File: src/rtl/mem_arbiter.sv
// ============================================================================
// Module   : mem_arbiter
// Purpose  : Shares one downstream memory port between the core's instruction
//            read, data read and data write requesters. Requests are captured
//            into pending slots, issued one at a time with fixed priority
//            W > D > I, and read responses are routed back to the requester.
//            Also generates the core stall (MEM_WAIT) and drops instruction
//            fetches on pipeline flush.
// Ports    : CLK, RST (async, active-low), FLUSH
//            INST_RDEN/INST_RIADDR -> INST_RVALID/INST_ROADDR/INST_RDATA
//            DATA_RDEN/DATA_RIADDR -> DATA_RVALID/DATA_ROADDR/DATA_RDATA
//            DATA_WREN/DATA_WADDR/DATA_WDATA
//            MEM_WAIT (stall), MEM_REQ/MEM_WE/MEM_ADDR/MEM_WDATA,
//            MEM_ACK/MEM_RDATA
// Revision : 1.0 - initial release
// ============================================================================
`default_nettype none

module mem_arbiter (
  input  logic        CLK,
  input  logic        RST,
  input  logic        FLUSH,
  input  logic        INST_RDEN,
  input  logic [31:0] INST_RIADDR,
  output logic [31:0] INST_ROADDR,
  output logic        INST_RVALID,
  output logic [31:0] INST_RDATA,
  input  logic        DATA_RDEN,
  input  logic [31:0] DATA_RIADDR,
  output logic [31:0] DATA_ROADDR,
  output logic        DATA_RVALID,
  output logic [31:0] DATA_RDATA,
  input  logic        DATA_WREN,
  input  logic [31:0] DATA_WADDR,
  input  logic [31:0] DATA_WDATA,
  output logic        MEM_WAIT,
  output logic        MEM_REQ,
  output logic        MEM_WE,
  output logic [31:0] MEM_ADDR,
  output logic [31:0] MEM_WDATA,
  input  logic        MEM_ACK,
  input  logic [31:0] MEM_RDATA
);

  typedef enum logic [0:0] {IDLE = 1'b0, BUSY = 1'b1} state_t;

  localparam logic [1:0] OWN_W = 2'd0;
  localparam logic [1:0] OWN_D = 2'd1;
  localparam logic [1:0] OWN_I = 2'd2;

  state_t      state, state_nx;
  logic [1:0]  owner, owner_nx;
  logic        pend_w, pend_d, pend_i;
  logic        pend_w_nx, pend_d_nx, pend_i_nx;
  logic [31:0] addr_w, addr_d, addr_i, wdata_w;
  logic [31:0] addr_w_nx, addr_d_nx, addr_i_nx, wdata_w_nx;
  logic        cancel, cancel_nx;

  logic        mem_req_nx, mem_we_nx;
  logic [31:0] mem_addr_nx, mem_wdata_nx;
  logic        inst_rvalid_nx, data_rvalid_nx;
  logic [31:0] inst_rdata_nx, inst_roaddr_nx, data_rdata_nx, data_roaddr_nx;

  logic        cap_w, cap_d, cap_i, i_inflight;

  // Stall depends only on registered state so there is no input-to-output path.
  assign MEM_WAIT = (state == BUSY) | pend_w | pend_d | pend_i;

  always_comb begin
    cap_w      = DATA_WREN & ~pend_w;
    cap_d      = DATA_RDEN & ~pend_d;
    // A fetch request arriving with FLUSH belongs to the discarded path.
    cap_i      = INST_RDEN & ~pend_i & ~FLUSH;
    i_inflight = (state == BUSY) && (owner == OWN_I);

    state_nx       = state;
    owner_nx       = owner;
    pend_w_nx      = pend_w;
    pend_d_nx      = pend_d;
    pend_i_nx      = pend_i;
    addr_w_nx      = addr_w;
    addr_d_nx      = addr_d;
    addr_i_nx      = addr_i;
    wdata_w_nx     = wdata_w;
    cancel_nx      = cancel;
    mem_req_nx     = MEM_REQ;
    mem_we_nx      = MEM_WE;
    mem_addr_nx    = MEM_ADDR;
    mem_wdata_nx   = MEM_WDATA;
    inst_rvalid_nx = 1'b0;
    data_rvalid_nx = 1'b0;
    inst_rdata_nx  = INST_RDATA;
    inst_roaddr_nx = INST_ROADDR;
    data_rdata_nx  = DATA_RDATA;
    data_roaddr_nx = DATA_ROADDR;

    if (cap_w) begin
      pend_w_nx  = 1'b1;
      addr_w_nx  = DATA_WADDR;
      wdata_w_nx = DATA_WDATA;
    end
    if (cap_d) begin
      pend_d_nx = 1'b1;
      addr_d_nx = DATA_RIADDR;
    end
    if (cap_i) begin
      pend_i_nx = 1'b1;
      addr_i_nx = INST_RIADDR;
    end

    // An issued fetch cannot be withdrawn from the bus, so only its response
    // is suppressed; an unissued one is simply forgotten.
    if (FLUSH) begin
      if (i_inflight) begin
        if (!MEM_ACK) cancel_nx = 1'b1;
      end else begin
        pend_i_nx = 1'b0;
      end
    end

    case (state)
      IDLE: begin
        // The *_nx slot view already merges this cycle's captures, so a
        // same-cycle request can win and issue at this edge.
        if (pend_w_nx) begin
          state_nx     = BUSY;
          owner_nx     = OWN_W;
          mem_req_nx   = 1'b1;
          mem_we_nx    = 1'b1;
          mem_addr_nx  = addr_w_nx;
          mem_wdata_nx = wdata_w_nx;
        end else if (pend_d_nx) begin
          state_nx     = BUSY;
          owner_nx     = OWN_D;
          mem_req_nx   = 1'b1;
          mem_we_nx    = 1'b0;
          mem_addr_nx  = addr_d_nx;
          mem_wdata_nx = 32'd0;
        end else if (pend_i_nx) begin
          state_nx     = BUSY;
          owner_nx     = OWN_I;
          mem_req_nx   = 1'b1;
          mem_we_nx    = 1'b0;
          mem_addr_nx  = addr_i_nx;
          mem_wdata_nx = 32'd0;
        end
      end
      BUSY: begin
        if (MEM_ACK) begin
          state_nx   = IDLE;
          mem_req_nx = 1'b0;
          case (owner)
            OWN_W: pend_w_nx = 1'b0;
            OWN_D: begin
              pend_d_nx      = 1'b0;
              data_rvalid_nx = 1'b1;
              data_rdata_nx  = MEM_RDATA;
              data_roaddr_nx = addr_d;
            end
            OWN_I: begin
              pend_i_nx = 1'b0;
              cancel_nx = 1'b0;
              if (!cancel && !FLUSH) begin
                inst_rvalid_nx = 1'b1;
                inst_rdata_nx  = MEM_RDATA;
                inst_roaddr_nx = addr_i;
              end
            end
            default: ;
          endcase
        end
      end
      default: state_nx = IDLE;
    endcase
  end

  always_ff @(posedge CLK or negedge RST) begin
    if (!RST) begin
      state       <= IDLE;
      owner       <= OWN_W;
      pend_w      <= 1'b0;
      pend_d      <= 1'b0;
      pend_i      <= 1'b0;
      addr_w      <= 32'd0;
      addr_d      <= 32'd0;
      addr_i      <= 32'd0;
      wdata_w     <= 32'd0;
      cancel      <= 1'b0;
      MEM_REQ     <= 1'b0;
      MEM_WE      <= 1'b0;
      MEM_ADDR    <= 32'd0;
      MEM_WDATA   <= 32'd0;
      INST_RVALID <= 1'b0;
      INST_RDATA  <= 32'd0;
      INST_ROADDR <= 32'd0;
      DATA_RVALID <= 1'b0;
      DATA_RDATA  <= 32'd0;
      DATA_ROADDR <= 32'd0;
    end else begin
      state       <= state_nx;
      owner       <= owner_nx;
      pend_w      <= pend_w_nx;
      pend_d      <= pend_d_nx;
      pend_i      <= pend_i_nx;
      addr_w      <= addr_w_nx;
      addr_d      <= addr_d_nx;
      addr_i      <= addr_i_nx;
      wdata_w     <= wdata_w_nx;
      cancel      <= cancel_nx;
      MEM_REQ     <= mem_req_nx;
      MEM_WE      <= mem_we_nx;
      MEM_ADDR    <= mem_addr_nx;
      MEM_WDATA   <= mem_wdata_nx;
      INST_RVALID <= inst_rvalid_nx;
      INST_RDATA  <= inst_rdata_nx;
      INST_ROADDR <= inst_roaddr_nx;
      DATA_RVALID <= data_rvalid_nx;
      DATA_RDATA  <= data_rdata_nx;
      DATA_ROADDR <= data_roaddr_nx;
    end
  end

endmodule

`default_nettype wire

File: config.mk
export PLATFORM = sky130hd
export DESIGN_NAME = mem_arbiter
export DESIGN_NICKNAME = d
export VERILOG_FILES = /design/src/rtl/mem_arbiter.sv
export SDC_FILE = /design/constraint.sdc
export NUM_CORES = 1
export LEC_CHECK = 0
export ABC_AREA = 1
export BUFFER_PORTS_ARGS = -buffer_cell sky130_fd_sc_hd__buf_4
export CAP_MARGIN = 40
export CORE_ASPECT_RATIO = 0.8
export CORE_MARGIN = 3
export CORE_UTILIZATION = 25
export CTS_CLUSTER_SIZE = 40
export DETAILED_ROUTE_END_ITERATION = 16
export GPL_TIMING_DRIVEN = 0
export SYNTH_ARGS = -nofsm -noshare
export SYNTH_HDL_FRONTEND = slang
export SYNTH_SLANG_ARGS = --single-unit
File: constraint.sdc
create_clock -name CLK -period 2.1 [get_ports CLK]
set_clock_uncertainty 0.15 [all_clocks]
set_input_delay 0.21 -clock CLK [delete_from_list [all_inputs] [get_ports CLK]]
set_output_delay 0.21 -clock CLK [all_outputs]
set_load 0.01 [all_outputs]
Word level (Yosys, flattened, before mapping)
Cells that the tools add are included.
{ "word_totals": {"register_bits": 331, "input_bits": 167} }
{ "classes": {"n_bitwise": 12, "n_reduce_logical": 10, "eq_ne": 4, "muxes": 53} }
{ "ops": {"columns": ["operator", "n"], "rows": [
  ["$mux W32", 10],
  ["$mux W1", 38],
  ["$mux W2", 3],
  ["$not A1 Y1", 5],
  ["$and A1 B1 Y1", 4],
  ["$ne A4 B4 Y1 const B", 1],
  ["$pmux W1 S2", 2],
  ["$reduce_and A2 Y1", 2],
  ["$reduce_and A4 Y1", 1],
  ["$or A1 B1 Y1", 3],
  ["$reduce_and A3 Y1", 1],
  ["$reduce_bool A3 Y1", 1],
  ["$eq A2 B1 Y1 const B", 1],
  ["$eq A2 B2 Y1 const B", 1],
  ["$logic_and A1 B1 Y1", 2],
  ["$logic_not A1 Y1", 2],
  ["$logic_not A2 Y1", 1],
  ["$ne A2 B2 Y1 const B", 1]
]} }

Longest topological paths before layout
Gate-level depths: netlist of the first run.
{ "logic_depth": {"ltp_word": 10, "mapped_depth": 9, "ltp_nobuf": 8} }

Least setup slack after synthesis of the first run
Ideal clock, no wire load.
{ "synth_timing": {"path_type": "reg2reg", "from": "reg pend_w", "to": "reg state", "setup_slack_ns": 0.570, "required_time_ns": 1.819, "stages_incl_launch_ff": 8, "period_less_slack_ns": 1.530, "path_buffers": 1, "setup_time_ns": 0.131, "arrival_time_ns": 1.249, "path_cell_list": "dfrtp_1 -> inv_1 -> nand2_2 -> o21ai_2 -> nand2_2 -> inv_2 -> buf_6 -> o21ai_0"} }
{ "synth_between": {"elab_chain_cells": 5} }
{ "synth_rtl": {"columns": ["element", "line_no", "rtl"], "rows": [
  ["start: declaration", "53", "logic pend_w, pend_d, pend_i;"],
  ["start signal: assignment", "202", "pend_w <= pend_w_nx;"],
  ["$not A1 Y1", "70", "cap_w = DATA_WREN & ~pend_w;"],
  ["$and A1 B1 Y1", "70", null],
  ["$mux W1 *", "97", "if (cap_w) begin"],
  ["$mux W1 *", "125", "if (pend_w_nx) begin"],
  ["$pmux W1 S2 *", "121", "case (state)"],
  ["via state_nx", "51", "state_t state, state_nx;"],
  ["end signal: assignment", "200", "state <= state_nx;"],
  ["end: declaration", "51", null]
]} }
Mark *: on every way through the listed nets, which the timed path passes. The rest lies on a longest branch.
A chain may end at the register's enable or synchronous reset.

Worst setup path after layout of the first run
{ "layout_timing": {"from": "reg pend_d", "to": "out MEM_WAIT"} }
{ "layout_between": {"elab_chain_cells": 2} }
{ "layout_rtl": {"columns": ["element", "line_no", "rtl"], "rows": [
  ["start: declaration", "53", null],
  ["start signal: assignment", "203", "pend_d <= pend_d_nx;"],
  ["$or A1 B1 Y1 (2 in a row)", "67", "assign MEM_WAIT = (state == BUSY) | pend_w | pend_d | pend_i;"],
  ["end: declaration", "36", "output logic MEM_WAIT,"]
]} }
No other way between the ends.

==> results of run 1 <==
-- sequential cells by signal (all words and copies together) (netlist names) --
signal and cells:
DATA_RDATA 32, DATA_ROADDR 32, DATA_RVALID 1, INST_RDATA 32
INST_ROADDR 32, INST_RVALID 1, MEM_ADDR 32, MEM_REQ 1
MEM_WDATA 32, MEM_WE 1, addr_d 32, addr_i 32
addr_w 32, cancel 1, owner 2, pend_d 1
pend_i 1, pend_w 1, state 1, wdata_w 32
-- stage by stage --
step	setup slack (ns)	cells	area (um^2)
2_1_floorplan	0.570	1620	13800
3_3_place_gp	-2.49	2683	17400
3_5_place_dp	-0.658	2687	17500
4_1_cts	0.0274	2935	20700
5_1_grt	0.00277	2937	20700
6_report	0.122	2939	20700
-- cell families (layout without fill, tap and decap cells) --
group	Yosys count	after routing	share of synthesized area
AOI/OAI and AO/OA	102	102	0.0375
buffers and inverters	258	869	0.0765
DFF	331	331	0.601
other	0	6	0
and+or+nand+nor	929	929	0.285
-- path summary, 6_finish.rpt --
check                                      from                     endpoint  slack (ns)  cells after the start
min reg2reg                addr_d[29]$_DFF_PN0_  DATA_ROADDR[29]$_DFFE_PN0P_        0.32                      2
max in group asynchronous                   RST         addr_w[17]$_DFF_PN0_        0.38                      4
min                                         RST   DATA_RDATA[26]$_DFFE_PN0P_        0.03                      2
min in group CLK                      DATA_WREN         addr_w[31]$_DFF_PN0_        0.09                      5
max reg2reg                    pend_i$_DFF_PN0_     MEM_ADDR[30]$_DFFE_PN0P_        0.17                      8
max                            pend_d$_DFF_PN0_                     MEM_WAIT        0.12                      4
-- cells in the mapped netlist (2+ instances only) --
master / instances
and2_1: 64
buf_1: 4
buf_2: 33
buf_6: 6
clkbuf_1: 40
dfrtp_1: 331
inv_1: 172
inv_2: 3
nand2_1: 652
nand2_2: 3
nand3_1: 192
nor2_1: 10
nor2_2: 2
nor3_1: 2
o21ai_0: 53
o21ai_1: 46
-- what timing repair did --
action	CTS	global route
gates cloned	0	0
setup buffers	12	1
resized for setup	24	11
pin swaps	4	1
endpoints found under the hold margin	480	0
hold buffers	166	0
setup endpoints to repair	129	58
-- power groups by stage --
| stage | registers [mW] | clock network [mW] | logic [mW] |
|---|---|---|---|
| after floorplan | 11.2 | 0 | 4.65 |
| after global placement | 10.6 | 0 | 10.5 |
| after detailed placement | 10.7 | 0 | 10.7 |
| after CTS | 10.6 | 7.36 | 11.2 |
| after global routing | 10.9 | 7.65 | 12.4 |
| final | 10.6 | 7.12 | 11.0 |
-- per-layer routing --
layer	track usage	up-vias	part of all wire
li1	-	6169	-
met1	0.229	6092	0.44
met5	0	-	0.00078
met4	0.0504	6	0.023
met3	0.0605	77	0.086
met2	0.290	412	0.46
-- layout make-up --
cell class | count | area [um^2] | area share
Sequential cell | 331 | 8280 | 0.400
Timing Repair Buffer | 544 | 4600 | 0.222
Multi-Input combinational cell | 1031 | 4510 | 0.218
Clock buffer | 51 | 1100 | 0.0532
Tap cell | 702 | 878 | 0.0424
Inverter | 175 | 657 | 0.0317
Buffer | 78 | 414 | 0.0200
Clock inverter | 21 | 244 | 0.0118
Antenna cell | 6 | 15.0 | 0.000725
==> results_dict.tcl, run 1 <==
set metrics [dict create \
    status "completed" \
    comb_power_share 0.383 \
    layout_commonest_cell "nand2_1" \
    p_leak_nw 11.0 \
    synth_area_um2 13800 \
    synth-edff-count 0 \
    path_delay_family "buffers and inverters" \
    yosys-top-cells-area "dfrtp_1 (60%), nand2_1 (18%), nand3_1 (7.0%)" \
    worst_slew_pin_slew_ns 0.757 \
    ys_ff_latch 331 \
    cp_num_buf_inv 3 \
    numPortBuffers 361 \
    p_total_mw 28.8 \
    die_h_um 216 \
    finish.utilization 0.382 \
    grt_usage 0.179 \
    syn2layout_area_growth_pct 50.2 \
    cts_root_buffer "clkbuf_16" \
    gpl.final_weighted_congestion 0.840 \
    synth_top_area_frac 0.601 \
    fin_crit_sh 0.942 \
    drt_iter0_drc 829 \
    hold_path.class "in2async" \
    p_int_mw 18.2 \
    max-slew-margin-rel 0.495 \
    die_area_um2 58000 \
    antenna_found_initial 9 \
    clkTransAtPathRegs_ns 0.07 \
    rsz0062_at_grt "no" \
    synth_top_area_cell "dfrtp_1" \
    dp_hpwl_um 38400 \
    critPathSlowestCell "dfrtp_1" \
    vias_per_cell 4.34 \
    startpoint_type "flip-flop" \
    cts.sinks 331 \
    drt-pass1-iter-count 5 \
    crit_type "reg2out" \
    clkLatencyLatePin_ns 0.56 \
    sequentialPowerShare 0.370 \
    io_pins 364 \
    wirelength_um 52600 \
    overflow 0 \
    core_region_area_um2 54200 \
    power.switching_mw 10.6 \
    cts_tree "built" \
    final_cell_mix "nand2_1 (649), buf_4 (375), dfrtp_1 (331)" \
    yosys_warnings 0 \
    synth.net_count 1787 \
    yosys.cell_types.count 23 \
    ys_seq_area_frac 0.601 \
    fin_crit_ns 1.98 \
    drv_cap 0 \
    fmax_mhz 505 \
    end_kind "output pin" \
    cts_made_buffers 39 \
    cp_cell_sequence "inv_2 > clkbuf_8 > nand4_1 > buf_4" \
    async_reset_ff_frac 1.00 \
    clockBufferDepth 3 \
    fill_cells 5486 \
    final_nets 2367 \
    crit_required_ns 1.74 \
    setup_viol 0 \
    fin_setup_tns_ns 0 \
    slowest_delay_ns 0.39 \
    vias 12800 \
    final_max_slew_viol_count 0 \
    powerDensity_nw_per_um2 1390 \
    power.clock.fraction 0.247 \
    die_w_um 269 \
    grt_pass1_wl_um 79400 \
    wl_per_cell_um 17.9 \
    grt_pass1_vias 13200 \
    drc 0 \
    syn_area_per_cell_um2 8.51 \
    drive_above_1_share 0.229 \
    fp-row-count 76 \
    grt_max_degree 106 \
    start_util 0.254 \
    sw_frac_of_total 0.369 \
    ir_drop_mv 0.768 \
    crit_fanout 10 \
    hold_violations 0 \
    postRouteAntennaNets 0 \
    finalHoldWorstSlack_ns 0.0317 \
    cts.htree.levels 2 \
    synth_ff_type "dfrtp_1" \
    worstPathArrival_ns 1.62 \
    synthCells 1620 \
]
Power figures use the tool's default switching activity.
==> run 2, diff against run 1 <==
Settings changed: CORE_MARGIN 3 to 1.5, REMOVE_ABC_BUFFERS set to 1.
==> results_dict.tcl, run 2 (synthesis results as in run 1) <==
set metrics [dict create \
    numPortBuffers 363 \
    cts_tree "built" \
    dp_hpwl_um 32100 \
    slowest_delay_ns 0.41 \
    critPathSlowestCell "dfrtp_1" \
    grt_pass1_wl_um 73300 \
    fin_ws_ns 0.0576 \
    final_area_um2 20900 \
    fp-row-count 76 \
    vias 12700 \
    grt_pass1_vias 13000 \
    clkLatencyLatePin_ns 0.54 \
    die_h_um 213 \
    place_ws_ns -2.09 \
    cts_root_buffer "clkbuf_16" \
    cp_num_buf_inv 3 \
    clkTransAtPathRegs_ns 0.06 \
    cts_made_buffers 37 \
    final_cells 2879 \
    vias_per_cell 4.43 \
    final_max_slew_viol_count 0 \
    hold_violations 0 \
    die_w_um 266 \
    drt_iter0_drc 938 \
    drive_above_1_share 0.226 \
    wirelength_um 49300 \
    status "completed" \
    dp.cells 2623 \
    layout_commonest_cell "nand2_1" \
    wl_per_cell_um 17.1 \
    final_nets 2317 \
    postRouteAntennaNets 0 \
    fmax_mhz 490 \
    p_leak_nw 11.1 \
    fin_crit_sh 0.973 \
    fill_cells 5420 \
    setup_viol 0 \
    fin_setup_tns_ns 0 \
    drc 0 \
    max-slew-margin-rel 0.511 \
    core_region_area_um2 54200 \
    powerDensity_nw_per_um2 1400 \
    gpl.final_weighted_congestion 0.773 \
    path_delay_family "buffers and inverters" \
    cts.sinks 331 \
    start_util 0.254 \
    fin_crit_ns 2.04 \
    hold_path.class "in2async" \
    overflow 0 \
    syn2layout_area_growth_pct 51.9 \
    antenna_found_initial 0 \
    die_area_um2 56600 \
    startpoint_type "flip-flop" \
    cp_cell_sequence "nand2_2 > nor3_4 > buf_8 > inv_4 > buf_16 > nand2_1 > o21ai_0" \
    reg2reg_to "DATA_RDATA[25]$_DFFE_PN0P_" \
    worst_slew_pin_slew_ns 0.733 \
    cts.htree.levels 2 \
    r2r_start "state$_DFF_PN0_" \
    drv_cap 0 \
    grt_max_degree 113 \
    ir_drop_mv 0.756 \
    io_pins 364 \
    crit_required_ns 2.34 \
    placed_area_um2 17600 \
    worstPathArrival_ns 2.28 \
    reg2regPathDepth 7 \
    final_cell_mix "nand2_1 (647), buf_4 (379), dfrtp_1 (331)" \
    crit_type "reg2reg" \
    crit_fanout 80 \
    end_kind "flip-flop" \
    grt_usage 0.168 \
    clockBufferDepth 3 \
    drt-pass1-iter-count 5 \
    rrSetupSlack_ns 0.06 \
    p_total_mw 29.2 \
]
==> run 2: where the power goes <==
group	switching [mW]	internal [mW]	leakage (nW)	total (mW)
logic	6.39	5.22	6.35	11.6
clock network	2.73	4.26	0.637	6.99
registers	1.45	9.18	4.08	10.6
total	10.6	18.6	11.1	29.2
==> run 2: worst max path at each step <==
stage	start	to	slack [ns]	cells past startpoint
final	state$_DFF_PN0_	DATA_RDATA[25]$_DFFE_PN0P_	0.06	7
after global routing	owner[1]$_DFFE_PN0P_	INST_RDATA[31]$_DFFE_PN0P_	-0.01	8
after CTS	owner[1]$_DFFE_PN0P_	INST_RDATA[31]$_DFFE_PN0P_	0.007	8
after detailed placement	pend_i$_DFF_PN0_	MEM_WDATA[14]$_DFFE_PN0P_	-2.09	11
after global placement	pend_i$_DFF_PN0_	MEM_WDATA[2]$_DFFE_PN0P_	-3.84	8
after floorplan	owner[1]$_DFFE_PN0P_	INST_RDATA[0]$_DFFE_PN0P_	-1.01	6
==> run 2: repair_timing <==
item,4_1_cts,5_1_grt
hold buffers,163,0
setup buffers,16,6
gates resized for setup,20,9
pin swaps,9,4
gates cloned,2,3
setup endpoints to repair,186,125
hold endpoints to repair,491,0
==> run 2: through the flow <==
step,hold slack [ns],utilization
6_report,0.0265,0.386
5_1_grt,0.0301,0.386
2_1_floorplan,-0.236,-
3_5_place_dp,-0.00592,0.324
3_3_place_gp,0.266,0.313
4_1_cts,0.00709,0.384
==> run 2: area by class of cell <==
| cell class | count | area, um^2 | share of cell area |
|---|---|---|---|
| inverter | 175 | 681 | 0.0325 |
| timing repair inverter | 1 | 11.3 | 0.000538 |
| timing repair buffer | 572 | 5190 | 0.248 |
| antenna | 1 | 2.50 | 0.000119 |
| clock inverter | 13 | 200 | 0.00956 |
| sequential | 331 | 8280 | 0.395 |
| multi-input combinational | 1032 | 4600 | 0.220 |
| clock buffer | 52 | 1090 | 0.0523 |
| tap | 702 | 878 | 0.0419 |
==> run 2: routing by layer <==
metal | up-vias | wire length [um] | part of all wire | global-route usage
met2 | 519 | 22100 | 0.45 | 0.268
met5 | - | 0 | 0 | 0
met3 | 76 | 4800 | 0.097 | 0.0585
met4 | 0 | 1060 | 0.021 | 0.0562
li1 | 6054 | - | - | -
met1 | 6098 | 21300 | 0.43 | 0.211
==> run 2: worst register-to-register path, delay by kind of cell, from the launching register on <==
kind / cells / cell delay, ns
compound gates: 1 / 0.10
buf+inv: 3 / 0.65
flops: 1 / 0.41
simple gates: 3 / 0.58
